File: config.mk
export PLATFORM = sky130hd
export DESIGN_NAME = ir_dec_stage_flat
export DESIGN_NICKNAME = d
export VERILOG_FILES = /design/src/rtl/ir_dec_stage_if.sv /design/src/rtl/ir_dec_stage.sv /design/src/flat_wrapper.sv
export SDC_FILE = /design/constraint.sdc
export NUM_CORES = 1
export LEC_CHECK = 0
export CORE_ASPECT_RATIO = 1.1
export CORE_MARGIN = 4
export CORE_UTILIZATION = 55
export CTS_CLUSTER_DIAMETER = 50
export DETAILED_ROUTE_END_ITERATION = 7
export GPL_ROUTABILITY_DRIVEN = 0
export PLACE_DENSITY = 0.85
export SETUP_SLACK_MARGIN = 0.1
export SLEW_MARGIN = 30
export SYNTH_ARGS = -nofsm -noshare
export SYNTH_HDL_FRONTEND = slang
export SYNTH_SLANG_ARGS = --single-unit
export TNS_END_PERCENT = 50
File: constraint.sdc
create_clock -name clk -period 3.1 [get_ports clk]
set_input_delay 0.465 -clock clk [delete_from_list [all_inputs] [get_ports clk]]
set_output_delay 0.465 -clock clk [all_outputs]
set_load 0.01 [all_outputs]
File: src/rtl/ir_dec_stage_if.sv
// ir_dec_stage_if: the fetch-side and execute-side handshake of the RV32I
// decode stage, bundled into one interface.
//   master: the environment. It drives in_valid/in_ir/in_pc/flush/out_ready.
//   slave : the decode stage. It drives in_ready, out_valid and the decoded fields.
// control_signals_t dw encoding: 00 = byte (DB), 01 = half (DH), 10 = word (DW).
// wb_src = 1 selects load data as the write-back source.

typedef struct packed {
    logic       w;
    logic       j;
    logic       b;
    logic       l;
    logic       s;
    logic [1:0] dw;
    logic       wb_src;
    logic       sign;
    logic       ignore_first_operand;
} control_signals_t;

interface ir_dec_stage_if #(
    parameter int IR_WIDTH = 32,
    parameter int XLEN     = 32
);
    logic                in_valid;
    logic                in_ready;
    logic [IR_WIDTH-1:0] in_ir;
    logic [XLEN-1:0]     in_pc;
    logic                flush;
    logic                out_valid;
    logic                out_ready;
    logic [XLEN-1:0]     out_pc;
    control_signals_t    cs;
    logic [4:0]          rs1;
    logic [4:0]          rs2;
    logic [4:0]          rd;
    logic [2:0]          func3;
    logic [1:0]          alu_src_sel;
    logic [XLEN-1:0]     imm;
    logic                illegal;
    logic                fence;
    logic [1:0]          trap_cause;
    logic [XLEN-1:0]     dec_count;

    modport master (
        output in_valid, in_ir, in_pc, flush, out_ready,
        input  in_ready, out_valid, out_pc, cs, rs1, rs2, rd, func3,
               alu_src_sel, imm, illegal, fence, trap_cause, dec_count
    );

    modport slave (
        input  in_valid, in_ir, in_pc, flush, out_ready,
        output in_ready, out_valid, out_pc, cs, rs1, rs2, rd, func3,
               alu_src_sel, imm, illegal, fence, trap_cause, dec_count
    );
endinterface

File: src/rtl/ir_dec_stage.sv
// ir_dec_stage: registered RV32I decode stage between fetch and execute.
// The instruction is decoded combinationally and captured at input accept.
// A main entry drives the outputs. A skid entry holds one more instruction,
// so in_ready can come straight from a flop without losing throughput.
// Ports:
//   clk  - rising-edge clock
//   rst  - synchronous active-high reset; takes priority over flush and
//          over the handshake
//   bus  - ir_dec_stage_if.slave, which carries:
//          in_* and in_ready on the fetch side,
//          out_*, out_ready and the decoded fields on the execute side,
//          flush,
//          dec_count (output transfers, wraps modulo 2^XLEN)

module ir_dec_stage #(
    parameter int IR_WIDTH = 32,
    parameter int XLEN     = 32,
    parameter bit EN_SYS   = 1'b1
) (
    input logic                clk,
    input logic                rst,
    ir_dec_stage_if.slave      bus
);

    if (IR_WIDTH != 32) begin : g_ir_width_check
        $error("ir_dec_stage: IR_WIDTH must be 32");
    end

    localparam logic [6:0] OPC_LUI      = 7'b0110111;
    localparam logic [6:0] OPC_AUIPC    = 7'b0010111;
    localparam logic [6:0] OPC_JAL      = 7'b1101111;
    localparam logic [6:0] OPC_JALR     = 7'b1100111;
    localparam logic [6:0] OPC_BRANCH   = 7'b1100011;
    localparam logic [6:0] OPC_LOAD     = 7'b0000011;
    localparam logic [6:0] OPC_STORE    = 7'b0100011;
    localparam logic [6:0] OPC_OP_IMM   = 7'b0010011;
    localparam logic [6:0] OPC_OP       = 7'b0110011;
    localparam logic [6:0] OPC_MISC_MEM = 7'b0001111;
    localparam logic [6:0] OPC_SYSTEM   = 7'b1110011;

    localparam logic [1:0] SEL_RSB = 2'b00;
    localparam logic [1:0] SEL_I   = 2'b10;
    localparam logic [1:0] SEL_UJ  = 2'b11;

    localparam logic [6:0] F7_ALT = 7'b0100000;

    typedef struct packed {
        control_signals_t cs;
        logic [4:0]       rs1;
        logic [4:0]       rs2;
        logic [4:0]       rd;
        logic [2:0]       func3;
        logic [1:0]       alu_src_sel;
        logic [XLEN-1:0]  imm;
        logic             illegal;
        logic             fence;
        logic [1:0]       trap_cause;
        logic [XLEN-1:0]  pc;
    } entry_t;

    typedef enum logic [1:0] {EMPTY, ONE, TWO} state_t;

    // ------------------------------------------------------------------
    // Combinational decode of the incoming word
    // ------------------------------------------------------------------
    logic [IR_WIDTH-1:0] ir;
    logic [6:0]          opcode;
    logic [2:0]          func3;
    logic [6:0]          func7;
    logic [XLEN-1:0]     imm_i, imm_s, imm_b, imm_u, imm_j;
    logic                legal;
    entry_t              dec;

    assign ir     = bus.in_ir;
    assign opcode = ir[6:0];
    assign func3  = ir[14:12];
    assign func7  = ir[31:25];

    assign imm_i = XLEN'($signed(ir[31:20]));
    assign imm_s = XLEN'($signed({ir[31:25], ir[11:7]}));
    assign imm_b = XLEN'($signed({ir[31], ir[7], ir[30:25], ir[11:8], 1'b0}));
    assign imm_u = XLEN'($signed({ir[31:12], 12'b0}));
    assign imm_j = XLEN'($signed({ir[31], ir[19:12], ir[20], ir[30:21], 1'b0}));

    always_comb begin
        dec       = '0;
        legal     = 1'b0;
        dec.pc    = bus.in_pc;
        dec.rs1   = ir[19:15];
        dec.rs2   = ir[24:20];
        dec.rd    = ir[11:7];
        dec.func3 = func3;
        case (opcode)
            OPC_LUI: begin
                legal                       = 1'b1;
                dec.cs.w                    = 1'b1;
                dec.cs.ignore_first_operand = 1'b1;
                dec.alu_src_sel             = SEL_UJ;
                dec.imm                     = imm_u;
            end
            OPC_AUIPC: begin
                legal           = 1'b1;
                dec.cs.w        = 1'b1;
                dec.alu_src_sel = SEL_UJ;
                dec.imm         = imm_u;
            end
            OPC_JAL: begin
                legal           = 1'b1;
                dec.cs.w        = 1'b1;
                dec.cs.j        = 1'b1;
                dec.alu_src_sel = SEL_UJ;
                dec.imm         = imm_j;
            end
            OPC_JALR: begin
                legal           = (func3 == 3'b000);
                dec.cs.w        = 1'b1;
                dec.cs.j        = 1'b1;
                dec.alu_src_sel = SEL_I;
                dec.imm         = imm_i;
            end
            OPC_BRANCH: begin
                legal           = (func3 != 3'b010) && (func3 != 3'b011);
                dec.cs.b        = 1'b1;
                dec.alu_src_sel = SEL_RSB;
                dec.imm         = imm_b;
            end
            OPC_LOAD: begin
                // func3[1:0] is the access size and func3[2] means unsigned.
                legal           = func3 inside {3'b000, 3'b001, 3'b010, 3'b100, 3'b101};
                dec.cs.l        = 1'b1;
                dec.cs.w        = 1'b1;
                dec.cs.wb_src   = 1'b1;
                dec.cs.sign     = !func3[2];
                dec.cs.dw       = func3[1:0];
                dec.alu_src_sel = SEL_I;
                dec.imm         = imm_i;
            end
            OPC_STORE: begin
                legal           = func3 inside {3'b000, 3'b001, 3'b010};
                dec.cs.s        = 1'b1;
                dec.cs.dw       = func3[1:0];
                dec.alu_src_sel = SEL_RSB;
                dec.imm         = imm_s;
            end
            OPC_OP_IMM: begin
                // Only the shift forms constrain func7, because it is the
                // upper part of the shamt field.
                if (func3 == 3'b001) begin
                    legal = (func7 == 7'b0);
                end else if (func3 == 3'b101) begin
                    legal = (func7 == 7'b0) || (func7 == F7_ALT);
                end else begin
                    legal = 1'b1;
                end
                dec.cs.w        = 1'b1;
                dec.alu_src_sel = SEL_I;
                dec.imm         = imm_i;
            end
            OPC_OP: begin
                legal = (func7 == 7'b0) ||
                        ((func7 == F7_ALT) && ((func3 == 3'b000) || (func3 == 3'b101)));
                dec.cs.w        = 1'b1;
                dec.cs.sign     = (func7 == F7_ALT) && (func3 == 3'b000);
                dec.alu_src_sel = SEL_RSB;
            end
            OPC_MISC_MEM: begin
                if (EN_SYS && (func3 == 3'b000)) begin
                    legal     = 1'b1;
                    dec.fence = 1'b1;
                end
            end
            OPC_SYSTEM: begin
                if (EN_SYS && (ir == 32'h0000_0073)) begin
                    legal          = 1'b1;
                    dec.trap_cause = 2'b01;
                end else if (EN_SYS && (ir == 32'h0010_0073)) begin
                    legal          = 1'b1;
                    dec.trap_cause = 2'b10;
                end
            end
            default: legal = 1'b0;
        endcase
        // Illegal words keep only their raw register and func3 fields.
        if (!legal) begin
            dec.cs          = '0;
            dec.imm         = '0;
            dec.alu_src_sel = SEL_RSB;
            dec.fence       = 1'b0;
            dec.illegal     = 1'b1;
            dec.trap_cause  = 2'b11;
        end
    end

    // ------------------------------------------------------------------
    // Two-entry skid FSM
    // ------------------------------------------------------------------
    state_t state_q, state_nx;
    logic   in_ready_q, out_valid_q;
    logic   accept, transfer;
    logic   load_main_in, load_main_skid, load_skid;
    entry_t main_q, skid_q;
    logic [XLEN-1:0] dec_count_q;

    assign accept   = bus.in_valid && in_ready_q;
    assign transfer = out_valid_q && bus.out_ready;

    always_ff @(posedge clk) begin
        if (rst) begin
            state_q <= EMPTY;
        end else begin
            state_q <= state_nx;
        end
    end

    always_comb begin
        state_nx       = state_q;
        load_main_in   = 1'b0;
        load_main_skid = 1'b0;
        load_skid      = 1'b0;
        if (bus.flush) begin
            state_nx = EMPTY;
        end else begin
            case (state_q)
                EMPTY: begin
                    if (accept) begin
                        state_nx     = ONE;
                        load_main_in = 1'b1;
                    end
                end
                ONE: begin
                    if (accept && transfer) begin
                        load_main_in = 1'b1;
                    end else if (accept) begin
                        state_nx  = TWO;
                        load_skid = 1'b1;
                    end else if (transfer) begin
                        state_nx = EMPTY;
                    end
                end
                TWO: begin
                    if (transfer) begin
                        state_nx       = ONE;
                        load_main_skid = 1'b1;
                    end
                end
                default: state_nx = EMPTY;
            endcase
        end
    end

    // The handshake flags have their own flops, so neither output depends
    // combinationally on the state decode.
    always_ff @(posedge clk) begin
        if (rst) begin
            in_ready_q  <= 1'b1;
            out_valid_q <= 1'b0;
        end else begin
            in_ready_q  <= (state_nx != TWO);
            out_valid_q <= (state_nx != EMPTY);
        end
    end

    always_ff @(posedge clk) begin
        if (rst) begin
            main_q <= '0;
            skid_q <= '0;
        end else begin
            if (load_main_in) begin
                main_q <= dec;
            end else if (load_main_skid) begin
                main_q <= skid_q;
            end
            if (load_skid) begin
                skid_q <= dec;
            end
        end
    end

    // A transfer in the flush cycle still happened, so it is still counted.
    always_ff @(posedge clk) begin
        if (rst) begin
            dec_count_q <= '0;
        end else if (transfer) begin
            dec_count_q <= dec_count_q + XLEN'(1);
        end
    end

    assign bus.in_ready    = in_ready_q;
    assign bus.out_valid   = out_valid_q;
    assign bus.out_pc      = main_q.pc;
    assign bus.cs          = main_q.cs;
    assign bus.rs1         = main_q.rs1;
    assign bus.rs2         = main_q.rs2;
    assign bus.rd          = main_q.rd;
    assign bus.func3       = main_q.func3;
    assign bus.alu_src_sel = main_q.alu_src_sel;
    assign bus.imm         = main_q.imm;
    assign bus.illegal     = main_q.illegal;
    assign bus.fence       = main_q.fence;
    assign bus.trap_cause  = main_q.trap_cause;
    assign bus.dec_count   = dec_count_q;

endmodule

File: src/flat_wrapper.sv
// flat-port wrapper written by rule: the top's interface ports become plain ports
module ir_dec_stage_flat 
#(
    parameter int IR_WIDTH = 32,
    parameter int XLEN     = 32,
    parameter bit EN_SYS   = 1'b1
)
  (clk, rst, bus_in_valid, bus_in_ir, bus_in_pc, bus_flush, bus_out_ready, bus_in_ready, bus_out_valid, bus_out_pc, bus_cs, bus_rs1, bus_rs2, bus_rd, bus_func3, bus_alu_src_sel, bus_imm, bus_illegal, bus_fence, bus_trap_cause, bus_dec_count);
  ir_dec_stage_if #(.IR_WIDTH(IR_WIDTH), .XLEN(XLEN)) bus_i ();
  input logic clk;
  input logic rst;
  input wire logic [$bits(bus_i.in_valid)-1:0] bus_in_valid;
  input wire logic [$bits(bus_i.in_ir)-1:0] bus_in_ir;
  input wire logic [$bits(bus_i.in_pc)-1:0] bus_in_pc;
  input wire logic [$bits(bus_i.flush)-1:0] bus_flush;
  input wire logic [$bits(bus_i.out_ready)-1:0] bus_out_ready;
  output wire logic [$bits(bus_i.in_ready)-1:0] bus_in_ready;
  output wire logic [$bits(bus_i.out_valid)-1:0] bus_out_valid;
  output wire logic [$bits(bus_i.out_pc)-1:0] bus_out_pc;
  output wire logic [$bits(bus_i.cs)-1:0] bus_cs;
  output wire logic [$bits(bus_i.rs1)-1:0] bus_rs1;
  output wire logic [$bits(bus_i.rs2)-1:0] bus_rs2;
  output wire logic [$bits(bus_i.rd)-1:0] bus_rd;
  output wire logic [$bits(bus_i.func3)-1:0] bus_func3;
  output wire logic [$bits(bus_i.alu_src_sel)-1:0] bus_alu_src_sel;
  output wire logic [$bits(bus_i.imm)-1:0] bus_imm;
  output wire logic [$bits(bus_i.illegal)-1:0] bus_illegal;
  output wire logic [$bits(bus_i.fence)-1:0] bus_fence;
  output wire logic [$bits(bus_i.trap_cause)-1:0] bus_trap_cause;
  output wire logic [$bits(bus_i.dec_count)-1:0] bus_dec_count;
  assign bus_i.in_valid = bus_in_valid;
  assign bus_i.in_ir = bus_in_ir;
  assign bus_i.in_pc = bus_in_pc;
  assign bus_i.flush = bus_flush;
  assign bus_i.out_ready = bus_out_ready;
  assign bus_in_ready = bus_i.in_ready;
  assign bus_out_valid = bus_i.out_valid;
  assign bus_out_pc = bus_i.out_pc;
  assign bus_cs = bus_i.cs;
  assign bus_rs1 = bus_i.rs1;
  assign bus_rs2 = bus_i.rs2;
  assign bus_rd = bus_i.rd;
  assign bus_func3 = bus_i.func3;
  assign bus_alu_src_sel = bus_i.alu_src_sel;
  assign bus_imm = bus_i.imm;
  assign bus_illegal = bus_i.illegal;
  assign bus_fence = bus_i.fence;
  assign bus_trap_cause = bus_i.trap_cause;
  assign bus_dec_count = bus_i.dec_count;
  ir_dec_stage #(.IR_WIDTH(IR_WIDTH), .XLEN(XLEN), .EN_SYS(EN_SYS)) u_core (.clk(clk), .rst(rst), .bus(bus_i));
endmodule
# Yosys cells after proc, flatten, opt, wreduce, memory -nomap -nowiden
# Cells that the tools add are included.
# totals
regBits	232
in_bits	69
out_inout_bits	132
elab_cells	130
# classes
addsub	1
n_eq_ne	23
n_mux	41
n_reduce_logical	23
# ops
cell	n
$mux W98	2
$pmux W32 S5	1
$mux W38	1
$add A32 B1 Y32 const B	1
$eq A32 B21 Y1 const B	1
$eq A32 B7 Y1 const B	1
$eq A7 B6 Y1 const B	4
$eq A7 B7 Y1 const B	4
$mux W1	21
$mux W2	10
$eq A7 B5 Y1 const B	2
$mux W10	1
$pmux W1 S9	1
$eq A7 B2 Y1 const B	1
$eq A7 B4 Y1 const B	1
$logic_not A7 Y1	1
$reduce_or A7 Y1	1
$eq A3 B3 Y1 const B	2
$logic_and A1 B1 Y1	6
$ne A3 B2 Y1 const B	2
$pmux W2 S3	1
$reduce_or A2 Y1	3
$reduce_or A3 Y1	2
$reduce_bool A5 Y1	1
13 further kinds	17

# Longest topological paths before layout
# Gate-level depths: netlist of run 1.
# depth
word_depth	7
depth_mapped	9
mapped_depth_nobuf	6

# Least setup slack after synthesis of run 1
# No wires, ideal clock.
# synth_timing
kind	in2reg
start	input bus_in_ir[2]
end	register u_core.skid_q[32] (netlist name)
setup_ns	0.088
t_arrival_ns	2.088
required_ns	3.012
path_slack_ns	0.924
cell_stages	8
path_buffers	3
cell_sequence	and3_1 buf_6 and3_1 buf_6 a31o_1 or4_1 buf_2 a311oi_2
# synth_between
elab_chain_len	5
word_cells_on_any_way	20
cone_classes	13 x eq/ne; 6 x mux; 1 x reduce/logical
# synth_lines
element	line_no	rtl
from (decl)	flat_wrapper.sv:13	input wire logic [$bits(bus_i.in_ir)-1:0] bus_in_ir;
$eq A32 B21 Y1	ir_dec_stage.sv:176	end else if (EN_SYS && (ir == 32'h0010_0073)) begin
$mux W1	ir_dec_stage.sv:176	
$mux W1	ir_dec_stage.sv:173	if (EN_SYS && (ir == 32'h0000_0073)) begin
$pmux W1 S9	ir_dec_stage.sv:93	case (opcode)
$mux W38 (*)	ir_dec_stage.sv:184	if (!legal) begin
to (signal assigned)	ir_dec_stage.sv:266	skid_q <= '0;
to (signal assigned)	ir_dec_stage.sv:274	skid_q <= dec;
to (decl)	ir_dec_stage.sv:201	entry_t main_q, skid_q;
# Every way passes the cells marked *; elsewhere a longest branch is shown, timed or not.
# A chain may end at the register's enable or synchronous reset.

# Worst setup path in the final report of run 1
# layout_timing
start	input bus_out_ready
end	register u_core.skid_q[93] (netlist name)
# layout_between
elab_chain_len	5
# layout_lines
element	line_no	rtl
from (decl)	flat_wrapper.sv:16	input wire logic [$bits(bus_i.out_ready)-1:0] bus_out_ready;
$logic_and A1 B1 Y1	ir_dec_stage.sv:205	assign transfer = out_valid_q && bus.out_ready;
$logic_and A1 B1 Y1	ir_dec_stage.sv:231	if (accept && transfer) begin
$mux W1	ir_dec_stage.sv:231	
$mux W1	ir_dec_stage.sv:223	case (state_q)
$mux W1	ir_dec_stage.sv:220	if (bus.flush) begin
# No other way between the ends.

==> qor.log, run 1 <==
[clock_tree] clock root cell sky130_fd_sc_hd__clkbuf_16
[synth] most common flop cell mapped by yosys sky130_fd_sc_hd__dfxtp_1
[flow_run] maximum capacitance violations 0
[synth] gate count after technology mapping 1181
[cells_and_area] fraction of final layout cells with drive strength greater than 1 7.93%
[drt] detailed-route via count 9675
[drt] routed wire length per instance 17.9 um
[run_status] run status finished clean
[sta] worst-case headroom to the max-slew limit 57.0%
[clock_tree] Post-CTS Hold Buffers 0
[critical_path] cell chain of the critical path clkdlybuf4s50_1, a21boi_0, or4b_4, buf_4, nand2_1, a21oi_1
[cells_and_area] number of filler cells placed in the layout 1352
[floorplan] overall die area 20100 um^2
[synth] post-synth top area cell sky130_fd_sc_hd__dfxtp_1
[floorplan] initial core utilization 55.7%
[synth] Mapped Area 9850 um^2
[synth] mux contribution to synthesized area 2.07%
[sta] worst setup skew after layout 0.00801 ns
[sta] number of failing setup endpoints in the final timing report 0
[critical_path] CP arrival 2.71 ns
[synth] adder and majority gate portion of the synthesized area 0.127%
[cells_and_area] most common library cell in the layout ignoring fill and taps sky130_fd_sc_hd__nand2_1
[synth] top area cells in the synthesized netlist sky130_fd_sc_hd__dfxtp_1 (47%), sky130_fd_sc_hd__nand2_1 (9.7%), sky130_fd_sc_hd__a21oi_1 (4.7%)
[global_route] antenna violations before repair 0
[clock_tree] post-CTS clock slew at the launch and capture registers of the worst setup and hold paths 0.06 ns
[critical_path] largest incremental delay on the critical path 0.74 ns
[drt] WL final 28600 um
[floorplan] site row count 51
[sta] fmax 430 MHz
[synth] number of synthesized flops with an enable pin 0
[clock_tree] # clock sinks 230
[sta] minimum clock period 2.33 ns
[global_route] vias in the first global route 9046
[pwr] Clk pwr share 45.7%
[sta] Max Slew Vio Count 0
[sta] fraction of the cycle the final worst path needs 75.1%
[synth] proportion of synthesized chip area in sequential cells 46.8%
[critical_path] element type at the critical path end register
[clock_tree] CTS buffer count 26
[critical_path] critical path's slowest cell sky130_fd_sc_hd__or4b_4
[synth] xor/xnor cell area share of the yosys netlist 1.87%
[global_route] global-route total usage across every layer 27.2%
[floorplan] I/O pin cnt 201
[pwr] Internal 5.15 mW
[drt] antenna violation net count after detailed routing 0
[cells_and_area] nets 1412
[drt] number of detailed-routing iterations run before antenna repair 5
[sta] actual slew at the worst max-slew pin 0.639 ns
[pwr] leakage component of the power 4.28 nW
[synth] proportion of synthesized flip-flops having asynchronous set or reset 0%
[critical_path] required time of the worst setup path 3.48 ns
[clock_tree] buffers from clock root to sink, at most 3
[pwr] Peak VDD IR 0.391 mV
[critical_path] number of cells traversed by the worst register-to-register path 5
[cells_and_area] most frequent cells in the layout sky130_fd_sc_hd__nand2_1 (254), sky130_fd_sc_hd__dfxtp_1 (230), sky130_fd_sc_hd__clkdlybuf4s50_1 (199), sky130_fd_sc_hd__nor2_1 (94), sky130_fd_sc_hd__a21oi_1 (93)
[synth] Synth Net Count 1251
[place] number of buffers added on ports 200
[pwr] sequential group share of total power 45.3%
[floorplan] x dimension of the die 136 um
[sta] final sum of negative setup slack 0 ns
[drt] Met3 Wirelength 1960 um
[global_route] pin count of the biggest net entering global routing 120
[synth] post-synthesis area per instance 8.34 um^2
[cells_and_area] fraction of the core area covered by cells at the end of the flow 73.7%
[floorplan] Chip Height 148 um
[critical_path] crit path launch bus_out_ready
[global_route] wire length of the first global-routing pass 45700 um
[clock_tree] clock tree from TritonCTS done
[cells_and_area] post-route cell area 13000 um^2
[drt] drc violations 0
[critical_path] Setup crit end u_core.skid_q[93]
[critical_path] startpoint class of the critical path input port
[clock_tree] Max H-tree Level 1
[synth] post-synth top area share 46.8%
[place] total half-perimeter wirelength after legalization and detailed placement 18500 um
[sta] setup repair after global routing missed its margin false
[cells_and_area] synth-to-layout area growth 32.3%
[clock_tree] Post-CTS Repair Setup Buffers 0
[pwr] combinational cell fraction of total power 9.1%
[worst_hold_path] Hold Crit Class input port to register
[clock_tree] CTS-repair resized insts 0
[clock_tree] Clk Latency, worst-skew pair 0.52 ns
[cells_and_area] antenna cell count 0
[place] instance area at placement 12100 um^2
[synth] complex-gate fraction of the synthesized area 20.1%
[pwr] switching power of the nets 1.62 mW
[synth] dominant combinational cell family by area after synthesis simple AND/OR/NAND/NOR gates
[sta] number of hold violations in the final report 0
[drt] detailed-route vias per instance 6.05
[drt] DR WL met2 13700 um
[critical_path] crit path max fanout 27
[drt] uppermost layer routed met4
[synth] Ys Warns 0
[synth] Distinct cells, synth 56
[drt] routed length on met1 11900 um
[critical_path] critical path start-end classification input port to register
[synth] total of flip-flops plus latches after synthesis 230
[critical_path] slack of the worst reg-to-reg path 0.77 ns
[drt] number of DRC markers in iteration 0 807
[critical_path] launch point of the worst reg-to-reg path u_core.state_q[0]
[pwr] sum of internal, switching and leakage power 6.77 mW
[pwr] Pwr per Cell Area 520 nW/um^2
[synth] synthesized-area fraction occupied by and/or/nand/nor cells 24.0%
[global_route] Congestion Overflow GR 0
[floorplan] area of the placeable core 17700 um^2
[pwr] switching fraction of total power 23.9%
[critical_path] endpoint of the lowest-slack register-to-register path u_core.skid_q[93]
-- synth_stat cells, types with 2 or more instances --
master	number
sky130_fd_sc_hd__a2111oi_0	5
sky130_fd_sc_hd__a211oi_1	2
sky130_fd_sc_hd__a21oi_1	93
sky130_fd_sc_hd__a22oi_1	23
sky130_fd_sc_hd__a311oi_1	53
sky130_fd_sc_hd__a311oi_2	2
sky130_fd_sc_hd__a31o_2	3
sky130_fd_sc_hd__a31oi_1	5
sky130_fd_sc_hd__and2_1	8
sky130_fd_sc_hd__and3_1	10
sky130_fd_sc_hd__and3b_1	4
sky130_fd_sc_hd__and4_1	5
sky130_fd_sc_hd__buf_1	4
sky130_fd_sc_hd__buf_2	11
sky130_fd_sc_hd__buf_6	2
sky130_fd_sc_hd__clkbuf_1	93
sky130_fd_sc_hd__dfxtp_1	230
sky130_fd_sc_hd__inv_1	13
sky130_fd_sc_hd__mux2_2	3
sky130_fd_sc_hd__mux2i_1	17
sky130_fd_sc_hd__nand2_1	254
sky130_fd_sc_hd__nand2b_1	7
sky130_fd_sc_hd__nand3_1	22
sky130_fd_sc_hd__nand3b_1	34
sky130_fd_sc_hd__nand4_1	7
sky130_fd_sc_hd__nand4b_1	12
sky130_fd_sc_hd__nor2_1	94
sky130_fd_sc_hd__nor3_1	5
sky130_fd_sc_hd__nor3b_1	2
sky130_fd_sc_hd__nor4_1	13
sky130_fd_sc_hd__nor4b_1	2
sky130_fd_sc_hd__o211ai_1	3
sky130_fd_sc_hd__o21ai_0	12
sky130_fd_sc_hd__o22ai_1	10
sky130_fd_sc_hd__o31ai_1	33
sky130_fd_sc_hd__o32ai_1	31
sky130_fd_sc_hd__or3_1	11
sky130_fd_sc_hd__or4_1	6
sky130_fd_sc_hd__xnor2_1	9
sky130_fd_sc_hd__xor2_1	12
-- critical path, delay by kind of cell --
family / cells / cell delay, ns
simple gates: 2 / 0.85
compound gates: 2 / 0.61
buf+inv: 2 / 0.77
-- power groups by stage --
stage | logic (mW) | clock network (mW) | registers (mW)
global placement | 0.595 | 0 | 3.13
floorplan | 0.245 | 0 | 3.15
CTS | 0.608 | 3.13 | 3.06
detailed placement | 0.603 | 0 | 3.13
finish | 0.613 | 3.09 | 3.06
global route | 0.654 | 3.26 | 3.07
-- flip-flops by register name, summed over array words and instances, names as in the netlist --
| register | count |
|---|---|
| u_core.skid_q | 97 |
| u_core.bus.alu_src_sel | 2 |
| u_core.bus.rd | 5 |
| u_core.bus.cs | 9 |
| u_core.bus.rs2 | 5 |
| u_core.bus.rs1 | 5 |
| u_core.bus.func3 | 3 |
| u_core.bus.trap_cause | 2 |
| u_core.bus.fence | 1 |
| u_core.bus.out_valid | 1 |
| u_core.bus.dec_count | 32 |
| u_core.bus.out_pc | 32 |
| u_core.bus.illegal | 1 |
| u_core.bus.imm | 32 |
| u_core.bus.in_ready | 1 |
| u_core.state_q | 2 |
-- routing by layer --
metal  vias up  track usage [%]
li1       4563                -
met1      4627             35.5
met2       408             44.7
met3        77             4.70
met4         0             11.1
met5         -                0
-- kinds of logic (layout without fill, tap and decap cells) --
logic type / count (synthesis) / after routing
AOI/OAI and AO/OA: 283 / 283
xor gates and xnor gates: 21 / 21
adders and majority gates: 1 / 1
buffers and inverters: 124 / 305
DFF: 230 / 230
muxes: 20 / 20
and+or+nand+nor: 502 / 502
-- stage by stage --
stage | worst slack [ns] | std cells | hold slack [ns]
5_1_grt | 0.611 | 1600 | 0.345
4_1_cts | 0.841 | 1600 | 0.329
6_report | 0.773 | 1600 | 0.349
2_1_floorplan | 0.924 | 1181 | 0.429
3_5_place_dp | 0.279 | 1552 | 0.444
3_3_place_gp | 0.360 | 1552 | 0.439
-- how the worst min path moves through the flow --
stage	slack, ns	cells after the start	endpoint	start
3_5_place_dp	0.44	2	u_core.skid_q[92]	u_core.skid_q[92]
3_3_place_gp	0.44	2	u_core.skid_q[93]	u_core.skid_q[93]
2_1_floorplan	0.43	2	u_core.skid_q[92]	u_core.skid_q[92]
6_report	0.35	2	u_core.bus.dec_count[0]	rst
5_1_grt	0.35	2	u_core.bus.dec_count[0]	rst
4_1_cts	0.33	2	u_core.bus.dec_count[11]	rst
-- layout make-up --
cell class              instances  area (um^2)  area share, %
inverters                      13         48.8          0.375
clock inverters                13          119          0.913
well taps                     238          298           2.29
multi-input cells             827         4780           36.7
clock buffers                  35          766           5.88
flip-flops and latches        230         4600           35.4
repair buffers                244         2410           18.5
Power figures use the tool's default switching activity.
==> run 2: changes to the inputs <==
Settings changed: CORE_UTILIZATION 55 to 47, PLACE_DENSITY 0.85 to 0.77.
Clock period 3.1 ns to 1.9 ns, I/O delays scaled along.
==> run 2 against run 1 <==
  * Total power rose by 72%
  * Hold slack got worse by 0.25 ns
  * Worst setup slack got worse by 0.72 ns
  * Cell count rose by 9.8%
  * Via count rose by 7.4%
  * Die area rose by 16%
  * Routed wire length rose by 18%
  * Utilization rose by 0.41 points
  * Non-clock buffer count rose by 133
  * Clock skew rose by 0.0065 ns
  * Register-to-register slack got worse by 0.72 ns
  * Global-route usage fell by 1.6 points
  * Critical path type is now register to register
==> qor.log, run 2 (synthesis gave the netlist of run 1 again) <==
[run_status] run status finished clean
[worst_hold_path] number of stages on the worst hold path 2
[place] instance area at placement 13200 um^2
[cells_and_area] Top reg by flops u_core.skid_q
[drt] number of detailed-routing iterations run before antenna repair 6
[sta] setup repair after global routing missed its margin true
[critical_path] startpoint class of the critical path register
[sta] final sum of negative setup slack 0 ns
[floorplan] overall die area 23300 um^2
[global_route] antenna violations before repair 2
[sta] number of failing setup endpoints in the final timing report 0
[sta] Max Slew Vio Count 0
[sta] fraction of the cycle the final worst path needs 97.1%
[critical_path] slack of the worst reg-to-reg path 0.05 ns
[cells_and_area] fraction of final layout cells with drive strength greater than 1 24.5%
[clock_tree] # clock sinks 230
[place] post-placement cell count 1672
[clock_tree] post-CTS clock slew at the launch and capture registers of the worst setup and hold paths 0.06 ns
[drt] antenna violation net count after detailed routing 0
[critical_path] CP arrival 2.32 ns
[sta] smallest hold slack 0.0947 ns
[clock_tree] Clk Latency, worst-skew pair 0.53 ns
[place] number of buffers added on ports 200
[floorplan] x dimension of the die 146 um
[drt] routed wire length per instance 19.2 um
[sta] number of hold violations in the final report 0
[critical_path] endpoint of the lowest-slack register-to-register path u_core.bus.dec_count[30]
[pwr] Pwr per Cell Area 763 nW/um^2
[drt] detailed-route via count 10400
[critical_path] crit path max fanout 6
[critical_path] required time of the worst setup path 2.37 ns
[clock_tree] Max H-tree Level 1
[pwr] Peak VDD IR 0.598 mV
[sta] worst-case headroom to the max-slew limit 61.4%
[clock_tree] CTS buffer count 28
[global_route] vias in the first global route 9775
[cells_and_area] post-layout instance count excluding filler cells 1756
[cells_and_area] post-route cell area 15200 um^2
[worst_hold_path] worst min-delay path startpoint rst
[global_route] wire length of the first global-routing pass 50600 um
[critical_path] critical path start-end classification register to register
[pwr] leakage component of the power 5.36 nW
[floorplan] Chip Height 160 um
[flow_run] maximum capacitance violations 0
[clock_tree] clock tree from TritonCTS done
[global_route] pin count of the biggest net entering global routing 62
[drt] detailed-route vias per instance 5.92
[floorplan] initial core utilization 47.9%
[clock_tree] clock root cell sky130_fd_sc_hd__clkbuf_16
[cells_and_area] nets 1547
[global_route] global-route total usage across every layer 25.6%
[critical_path] element type at the critical path end register
[sta] fmax 542 MHz
[cells_and_area] number of filler cells placed in the layout 1414
[clock_tree] Post-CTS Hold Buffers 0
[place] total half-perimeter wirelength after legalization and detailed placement 21100 um
[drt] WL final 33700 um
[floorplan] site row count 55
[critical_path] launch point of the worst reg-to-reg path u_core.bus.dec_count[1]
[drt] drc violations 0
[cells_and_area] most frequent cells in the layout sky130_fd_sc_hd__nand2_1 (251), sky130_fd_sc_hd__dfxtp_1 (207), sky130_fd_sc_hd__clkdlybuf4s50_1 (174), sky130_fd_sc_hd__buf_4 (128), sky130_fd_sc_hd__nor2_1 (90)
[floorplan] area of the placeable core 20600 um^2
[sta] actual slew at the worst max-slew pin 0.574 ns
[cells_and_area] synth-to-layout area growth 54.8%
[sta] worst setup skew after layout 0.0145 ns
[worst_hold_path] Hold Crit Class input port to register
[sta] minimum clock period 1.85 ns
[worst_hold_path] Hold Crit Endpoint u_core.bus.dec_count[0]
[floorplan] I/O pin cnt 201
[drt] number of DRC markers in iteration 0 854
[clock_tree] buffers from clock root to sink, at most 3
[cells_and_area] most common library cell in the layout ignoring fill and taps sky130_fd_sc_hd__nand2_1
[pwr] sum of internal, switching and leakage power 11.6 mW
[global_route] Congestion Overflow GR 0
[cells_and_area] max reg flops 97
[critical_path] number of cells traversed by the worst register-to-register path 6
run 2: cell types whose count changed in the layout (fill, tap and decap cells not counted), moves of 9 or more:
cell,before,now
sky130_fd_sc_hd__dfxtp_1,230,207
sky130_fd_sc_hd__buf_12,6,23
sky130_fd_sc_hd__buf_4,38,128
sky130_fd_sc_hd__dfxtp_2,0,15
sky130_fd_sc_hd__o32ai_1,31,11
sky130_fd_sc_hd__buf_6,1,15
sky130_fd_sc_hd__clkbuf_16,27,37
sky130_fd_sc_hd__clkdlybuf4s50_1,199,174
sky130_fd_sc_hd__dlymetal6s2s_1,0,9
sky130_fd_sc_hd__o32ai_2,0,18
run 2: area by class of cell:
| cell class | count | area (um^2) | area share [%] |
|---|---|---|---|
| Antenna cell | 1 | 2.50 | 0.0164 |
| Clock inverter | 14 | 134 | 0.878 |
| Tap cell | 256 | 320 | 2.10 |
| Timing Repair Buffer | 377 | 3830 | 25.1 |
| Inverter | 13 | 48.8 | 0.320 |
| Clock buffer | 38 | 811 | 5.32 |
| Sequential cell | 230 | 4650 | 30.5 |
| Multi-Input combinational cell | 827 | 5450 | 35.7 |
run 2: worst max path at each step:
stage	from	endpoint	slack (ns)	depth (start not counted)
6_report	u_core.bus.dec_count[1]	u_core.bus.dec_count[30]	0.05	6
2_1_floorplan	u_core.bus.out_valid	u_core.bus.dec_count[31]	-0.04	7
5_1_grt	u_core.bus.dec_count[11]	u_core.bus.dec_count[30]	-0.004	5
4_1_cts	u_core.bus.dec_count[22]	bus_dec_count[22]	0.04	1
3_5_place_dp	bus_in_ir[21]	u_core.bus.cs[8]	-0.71	9
3_3_place_gp	bus_in_ir[21]	u_core.bus.imm[20]	-0.64	9
run 2: through the flow:
step	util, %	setup WS [ns]
floorplan	-	-0.0385
global placement	64.3	-0.645
detailed placement	64.3	-0.708
CTS	70.6	0.0354
global route	74.1	-0.00366
finish	74.1	0.0545
run 2: timing repair:
item	4_1_cts	5_1_grt
gates resized for setup	66	114
gates cloned	3	10
endpoints found under the setup margin	126	166
pin swaps	15	22
setup buffers	7	11
run 2: worst max-delay path, stage by stage (launching register included):
cell                      delay [ns]
sky130_fd_sc_hd__dfxtp_2        0.35
sky130_fd_sc_hd__ha_2           0.18
sky130_fd_sc_hd__and4_4         0.22
sky130_fd_sc_hd__nand2_2        0.06
sky130_fd_sc_hd__or4_4          0.46
sky130_fd_sc_hd__or3_4          0.40
sky130_fd_sc_hd__a21oi_2        0.12
run 2: per-layer routing:
layer,vias to the layer above,wire (um),GRT usage [%]
met5,-,13,0
met1,5010,13900,33.0
met2,451,16700,44.0
li1,4851,-,-
met4,2,1090,8.73
met3,76,2010,3.66
run 2: report_power, final:
part / internal, mW / leakage, nW / total, mW / switching [mW]
registers: 4.93 / 1.88 / 5.00 / 0.0672
clock network: 3.18 / 0.463 / 5.34 / 2.16
logic: 0.650 / 3.02 / 1.30 / 0.650
total: 8.76 / 5.36 / 11.6 / 2.88
==> run 3: changes to the inputs <==
Settings changed: CAP_MARGIN set to 20.
==> results of run 3 <==
Same layout as run 2: the final DEF is identical, and so are final timing and power.
==> variant 1: new RTL, settings of run 3 <==
`EN_SYS` is set to 1'b1 in 2 places; all go to 1'b0.
--- a/src/rtl/ir_dec_stage.sv
+++ b/src/rtl/ir_dec_stage.sv
@@ -15,7 +15,7 @@
 module ir_dec_stage #(
     parameter int IR_WIDTH = 32,
     parameter int XLEN     = 32,
-    parameter bit EN_SYS   = 1'b1
+    parameter bit EN_SYS   = 1'b0
 ) (
     input logic                clk,
     input logic                rst,
--- a/src/flat_wrapper.sv
+++ b/src/flat_wrapper.sv
@@ -3,7 +3,7 @@
 #(
     parameter int IR_WIDTH = 32,
     parameter int XLEN     = 32,
-    parameter bit EN_SYS   = 1'b1
+    parameter bit EN_SYS   = 1'b0
 )
   (clk, rst, bus_in_valid, bus_in_ir, bus_in_pc, bus_flush, bus_out_ready, bus_in_ready, bus_out_valid, bus_out_pc, bus_cs, bus_rs1, bus_rs2, bus_rd, bus_func3, bus_alu_src_sel, bus_imm, bus_illegal, bus_fence, bus_trap_cause, bus_dec_count);
   ir_dec_stage_if #(.IR_WIDTH(IR_WIDTH), .XLEN(XLEN)) bus_i ();
Formal check against the unedited RTL: not equivalent (a bounded check fails within 4 cycles, from zero or initial values and one cycle with rst high).
==> variant 1 against run 3 <==
Power fell by 3.9%; utilization fell by 4.8 points; clock power fell by 1%; critical path type is now reg2out; area after synthesis fell by 3.3%; register-to-register slack improved by 70 ps; synthesized cell count fell by 2.6%; sequential cell count fell by 6; largest cell class unchanged; worst setup slack improved by 28 ps; wire length fell by 15%; sequential power fell by 3%; design area fell by 9.7%; count of clock-buffer cells in the layout fell by 7.
==> variant 1: results (changes against run 3) <==
stage,metric,value,unit,change
status,status,finished clean,,unchanged
synthesis,syn_nets,1220,,"was 1,251"
layout,largest_register_ff_count,94,,was 97
synthesis,synth_commonest_cells,"303 x nand2_1, 224 x dfxtp_1, 94 x a21oi_1",,"was 254 x nand2_1, 230 x dfxtp_1, 94 x nor2_1"
layout,fin_nets,1478,,"was 1,547"
layout,drive_above_1_share,16.7,%,was 24.5%
clock_tree,numCtsBuffers,26,,was 28
setup_path,arrival,1530,ps,was 2320 ps
clock_tree,cts.sinks,224,,was 230
place,dp_cells,1620,,"was 1,672"
setup_path,cpPeakStageDelay,530,ps,was 460 ps
synthesis,avgSynthCellArea,8.28,sq um,was 8.34 sq um
setup_path,rr_endpoint,u_core.bus.dec_count[19],,was u_core.bus.dec_count[30]
global_route,track_usage,23.9,%,was 25.6%
global_route,grt_max_degree,79,,was 62
setup_path,cpLargestDelayFamily,buffers and inverters,,was simple AND/OR/NAND/NOR gates
synthesis,netlist_top_cells_area,"dfxtp_1 47%, nand2_1 12%, a311oi_1 5.2%, a21oi_1 4.9%, nor2_1 3.7%",,"was dfxtp_1 47%, nand2_1 9.7%, a21oi_1 4.7%, a311oi_1 4.7%, nor2_1 3.6%"
routing,drt_iter0_drc,723,,was 854
global_route,grt_pass1_vias,8961,,"was 9,775"
setup_path,crit_end,bus_dec_count[6],,was u_core.bus.dec_count[30]
routing,wire_per_inst,17.0,um,was 19.2 um
setup_path,crit_fanout,4,,was 6
setup_path,r2r_slack,120,ps,was 50 ps
routing,first_pass_iters,5,,was 6
global_route,grt_pass1_wl,44800,um,"was 50,600 um"
synthesis,ys_types,64,,was 56
place,io_buffers,199,,was 200
setup_path,worstReg2RegStart,u_core.bus.dec_count[9],,was u_core.bus.dec_count[1]
sta,skew,13.3,ps,was 14.5 ps
setup_path,cp_slowest_cell,clkdlybuf4s50_1,,was or4_4
global_route,antenna_found_initial,3,,was 2
power,ir_worst_vdd,0.000624,V,was 0.000598 V
sta,timing.final.ws_setup,82.1,ps,was 54.5 ps
place,dpl.hpwl,19000,um,"was 21,100 um"
synthesis,yosysSeqAreaShare,47.1,%,was 46.8%
layout,fillerInstances,1498,,"was 1,414"
power,p_leak,0.00490,uW,was 0.00536 uW
routing,wl,28700,um,"was 33,700 um"
variant 1: cell types whose count changed in the layout (fill, tap and decap cells not counted), moves of 13 or more:
cell / change
o21ai_1: +21
nand3b_1: -34
o21ai_0: +13
mux2i_1: +14
o32ai_2: -18
nand2_1: +50
o31ai_1: -25
buf_4: -26
xnor2_1: +13
o22ai_1: +22
variant 1: logic make-up (layout without fill, tap and decap cells):
logic type,count (synthesis),after routing,synth area share [%]
compound gates,260,260,17.8
xor+xnor,28,28,2.58
fa+ha+maj,1,1,0.131
buf+inv,108,386,5.14
flops,224,224,47.1
mux,37,37,3.99
other cells,1,4,0.0394
simple gates,491,491,23.3
variant 1: area by class of cell:
cell class                 count  area, sq um  area share (%)
multi-input combinational    818         4750            34.5
inverter                      13         48.8           0.355
timing repair buffer         325         3210            23.4
sequential                   224         4500            32.7
tap                          252          315            2.29
clock buffer                  31          731            5.31
antenna                        3         7.51          0.0546
clock inverter                17          195            1.42
variant 1: repair_timing:
action / in CTS / in global routing
cloned: 1 / 3
setup buffers: 5 / 3
pin swaps: 6 / 9
resized for setup: 26 / 27
endpoints found under the setup margin: 108 / 216
variant 1: layer usage:
layer,vias up,GRT usage (%),share of wire [%]
met5,-,0,0.042
met4,2,7.89,2.7
met3,62,4.86,6.9
met2,331,41.0,49
met1,4460,30.2,41
li1,4507,-,-
variant 1: worst min path at each step:
stage,endpoint,slack [ps],startpoint,depth (start not counted)
floorplan,u_core.bus.imm[7],420,bus_in_ir[27],2
global placement,u_core.skid_q[38],440,u_core.skid_q[38],2
detailed placement,u_core.skid_q[47],440,u_core.skid_q[47],2
global route,u_core.skid_q[91],60,rst,2
finish,u_core.skid_q[88],60,rst,2
CTS,u_core.skid_q[91],50,rst,2
variant 1: stage by stage:
step	TNS, ps	area [sq um]
after detailed placement	-70550	12500
after global placement	-61170	12500
after CTS	0	13600
after global routing	0	13800
after floorplan	0	9540
final	0	13800
variant 1: where the power goes:
part	internal [uW]	switching (uW)	total, uW
logic	525	523	1050
clock network	3200	2080	5270
registers	4800	61.7	4870
total	8530	2660	11200
==> variant 2: new RTL, settings of run 3 <==
Without the edit above. Make the reset (`rst`) asynchronous in 4 clocked blocks. Comments in the files are not updated.
--- a/src/rtl/ir_dec_stage.sv
+++ b/src/rtl/ir_dec_stage.sv
@@ -204,7 +204,7 @@
     assign accept   = bus.in_valid && in_ready_q;
     assign transfer = out_valid_q && bus.out_ready;
 
-    always_ff @(posedge clk) begin
+    always_ff @(posedge clk or posedge rst) begin
         if (rst) begin
             state_q <= EMPTY;
         end else begin
@@ -250,7 +250,7 @@
 
     // The handshake flags have their own flops, so neither output depends
     // combinationally on the state decode.
-    always_ff @(posedge clk) begin
+    always_ff @(posedge clk or posedge rst) begin
         if (rst) begin
             in_ready_q  <= 1'b1;
             out_valid_q <= 1'b0;
@@ -260,7 +260,7 @@
         end
     end
 
-    always_ff @(posedge clk) begin
+    always_ff @(posedge clk or posedge rst) begin
         if (rst) begin
             main_q <= '0;
             skid_q <= '0;
@@ -277,7 +277,7 @@
     end
 
     // A transfer in the flush cycle still happened, so it is still counted.
-    always_ff @(posedge clk) begin
+    always_ff @(posedge clk or posedge rst) begin
         if (rst) begin
             dec_count_q <= '0;
         end else if (transfer) begin
Check against the original RTL: differs if rst is asserted again (counterexample within 4 cycles, from zero or initial values and one cycle with rst high); with rst held inactive, the same outputs for 4 cycles.
==> variant 2 against run 3 <==
Final cell count is 3.6% lower; area after synthesis is 3.5% higher; wire length is 1.7% higher; via count is 7.1% lower; fmax is 2.1% lower; design area is 1.9% higher; sequential cell count stayed put; worst setup slack worse by 39 ps; critical path type is now in2reg.
Power is not compared: it rests on default switching activity, and its combinational part moved more than twofold at a synthesized area within 25%.
==> variant 2: results (changes against run 3) <==
stage,metric,value,unit,change
clock_tree,ctsLongestPathBuffers,3,,unchanged
power,finalPower,14000,uW,
power,p_leak,0.00716,uW,
layout,largest-register,u_core.skid_q,,unchanged
layout,fin_nets,1455,,"was 1,547"
routing,drt_iter0_drc,869,,was 854
setup_path,arrival,2310,ps,
layout,largest_register_ff_count,97,,unchanged
clock_tree,cts_setup_buffers,17,,was 7
setup_path,crit_fanout,10,,was 6
global_route,grt.met3_usage,3.67,%,was 3.66%
routing,first_pass_iters,5,,was 6
synthesis,ys_types,55,,was 56
synthesis,synth_adder_area_share,0.123,%,was 0.127%
power,comb_power,2940,uW,
routing,wire_per_inst,20.3,um,was 19.2 um
synthesis,avgSynthCellArea,9.65,sq um,was 8.34 sq um
place,place_area,13600,sq um,"was 13,200 sq um"
global_route,grt_max_degree,50,,was 62
layout,diodes,0,,was 1
place,dp_cells,1603,,"was 1,672"
place,dpl.hpwl,20400,um,"was 21,100 um"
clock_tree,cts_resized,51,,was 66
sta,tightest_slew,546,ps,was 574 ps
routing,vias,9653,,"was 10,390"
synthesis,synth_mux_area_share,3.37,%,was 2.07%
place,io_buffers,200,,unchanged
clock_tree,numCtsBuffers,25,,was 28
layout,instances_no_fill,1693,,"was 1,756"
clock_tree,clk_latency,520,ps,
synthesis,yosysSeqAreaShare,56.5,%,was 46.8%
global_route,grt_pass1_vias,9240,,"was 9,775"
global_route,grtUsageMet1,33.3,%,was 33.0%
clock_tree,root_buffer,clkbuf_16,,unchanged
global_route,antenna_found_initial,0,,was 2
min_path,hp-class,in2async,,was in2reg
synthesis,netlist_top_cells_area,"dfrtp_1 56%, nand2_1 13%, a22oi_1 5.4%, o31ai_1 4.3%, clkbuf_1 2.0%",,"was dfxtp_1 47%, nand2_1 9.7%, a21oi_1 4.7%, a311oi_1 4.7%, nor2_1 3.6%"
clock_tree,clk_pin_slew_worst_paths,70,ps,
clock_tree,ctsHtreeMaxLevel,1,,unchanged
sta,skew,15.7,ps,was 14.5 ps
synthesis,synth-compound-area-share,13.9,%,was 20.1%
power,clock_power_share,34.5,%,
status,status,finished clean,,unchanged
synthesis,synthArstFlopShare,100,%,was 0%
synthesis,syn_nets,1126,,"was 1,251"
synthesis,ys_warn_count,0,,unchanged
synthesis,synth_xor_area_share,2.75,%,was 1.87%
global_route,track_usage,25.5,%,was 25.6%
power,power.switching,4030,uW,
synthesis,synth_commonest_cells,"344 x nand2_1, 229 x dfrtp_1, 73 x a22oi_1",,"was 254 x nand2_1, 230 x dfxtp_1, 94 x nor2_1"
layout,drive_above_1_share,23.8,%,was 24.5%
global_route,grt_pass1_wl,49600,um,"was 50,600 um"
power,ir_worst_vdd,0.000924,V,
place,pre_cts_ws,-626,ps,was -708 ps
global_route,gr-usage-met2,44.2,%,was 44.0%
[variant 2: cell count changes after synthesis, moves of 32 or more]
cell / delta
a311oi_1: -53
clkbuf_1: -39
nor2_1: -65
a22oi_1: +50
nand2_1: +90
dfxtp_1: -230
dfrtp_1: +229
nand3b_1: -32
a21oi_1: -66
[variant 2: per-layer routing]
layer / part of all wire [%] / routed length [um] / vias to the layer above
li1: - / - / 4321
met1: 38 / 13200 / 4758
met2: 50 / 17100 / 475
met3: 7.7 / 2650 / 99
met4: 3.8 / 1310 / 0
met5: 0 / 0 / -
[variant 2: critical path: stages]
cell           delay, ps
dlygate4sd2_1        240
nor4_1               290
buf_4                160
nand4_1              250
nor3_4               310
nor4_4                80
buf_4                160
bufbuf_16            280
o31ai_1              250
[variant 2: kinds of logic (layout without fill, tap and decap cells)]
group / Yosys count / count (layout)
AO/OA/AOI/OAI: 207 / 207
XOR/XNOR: 32 / 32
adder cells (fa/ha/maj): 1 / 1
buffers and inverters: 83 / 429
flip-flops: 230 / 230
multiplexers: 32 / 32
AND/OR/NAND/NOR: 471 / 472
[variant 2: path summary, 6_finish.rpt]
path	startpoint	to	slack, ps	depth (start not counted)
max	bus_in_ir[18]	u_core.skid_q[64]	10	9
min	rst	u_core.bus.imm[0]	50	2
max reg2reg	u_core.bus.out_valid	u_core.bus.cs[2]	10	8
min reg2reg	u_core.bus.rs1[3]	u_core.bus.rs1[3]	470	2
max in group asynchronous	rst	u_core.bus.cs[3]	1080	4
min in group clk	bus_in_ir[8]	u_core.skid_q[74]	140	4
[variant 2: layout make-up]
class | count | area (sq um)
clock inverter | 14 | 149
timing repair buffer | 376 | 3930
inverter | 8 | 33.8
fill | 1505 | 5770
multi-input combinational | 744 | 4630
clock buffer | 31 | 668
tap | 290 | 363
sequential | 230 | 5760
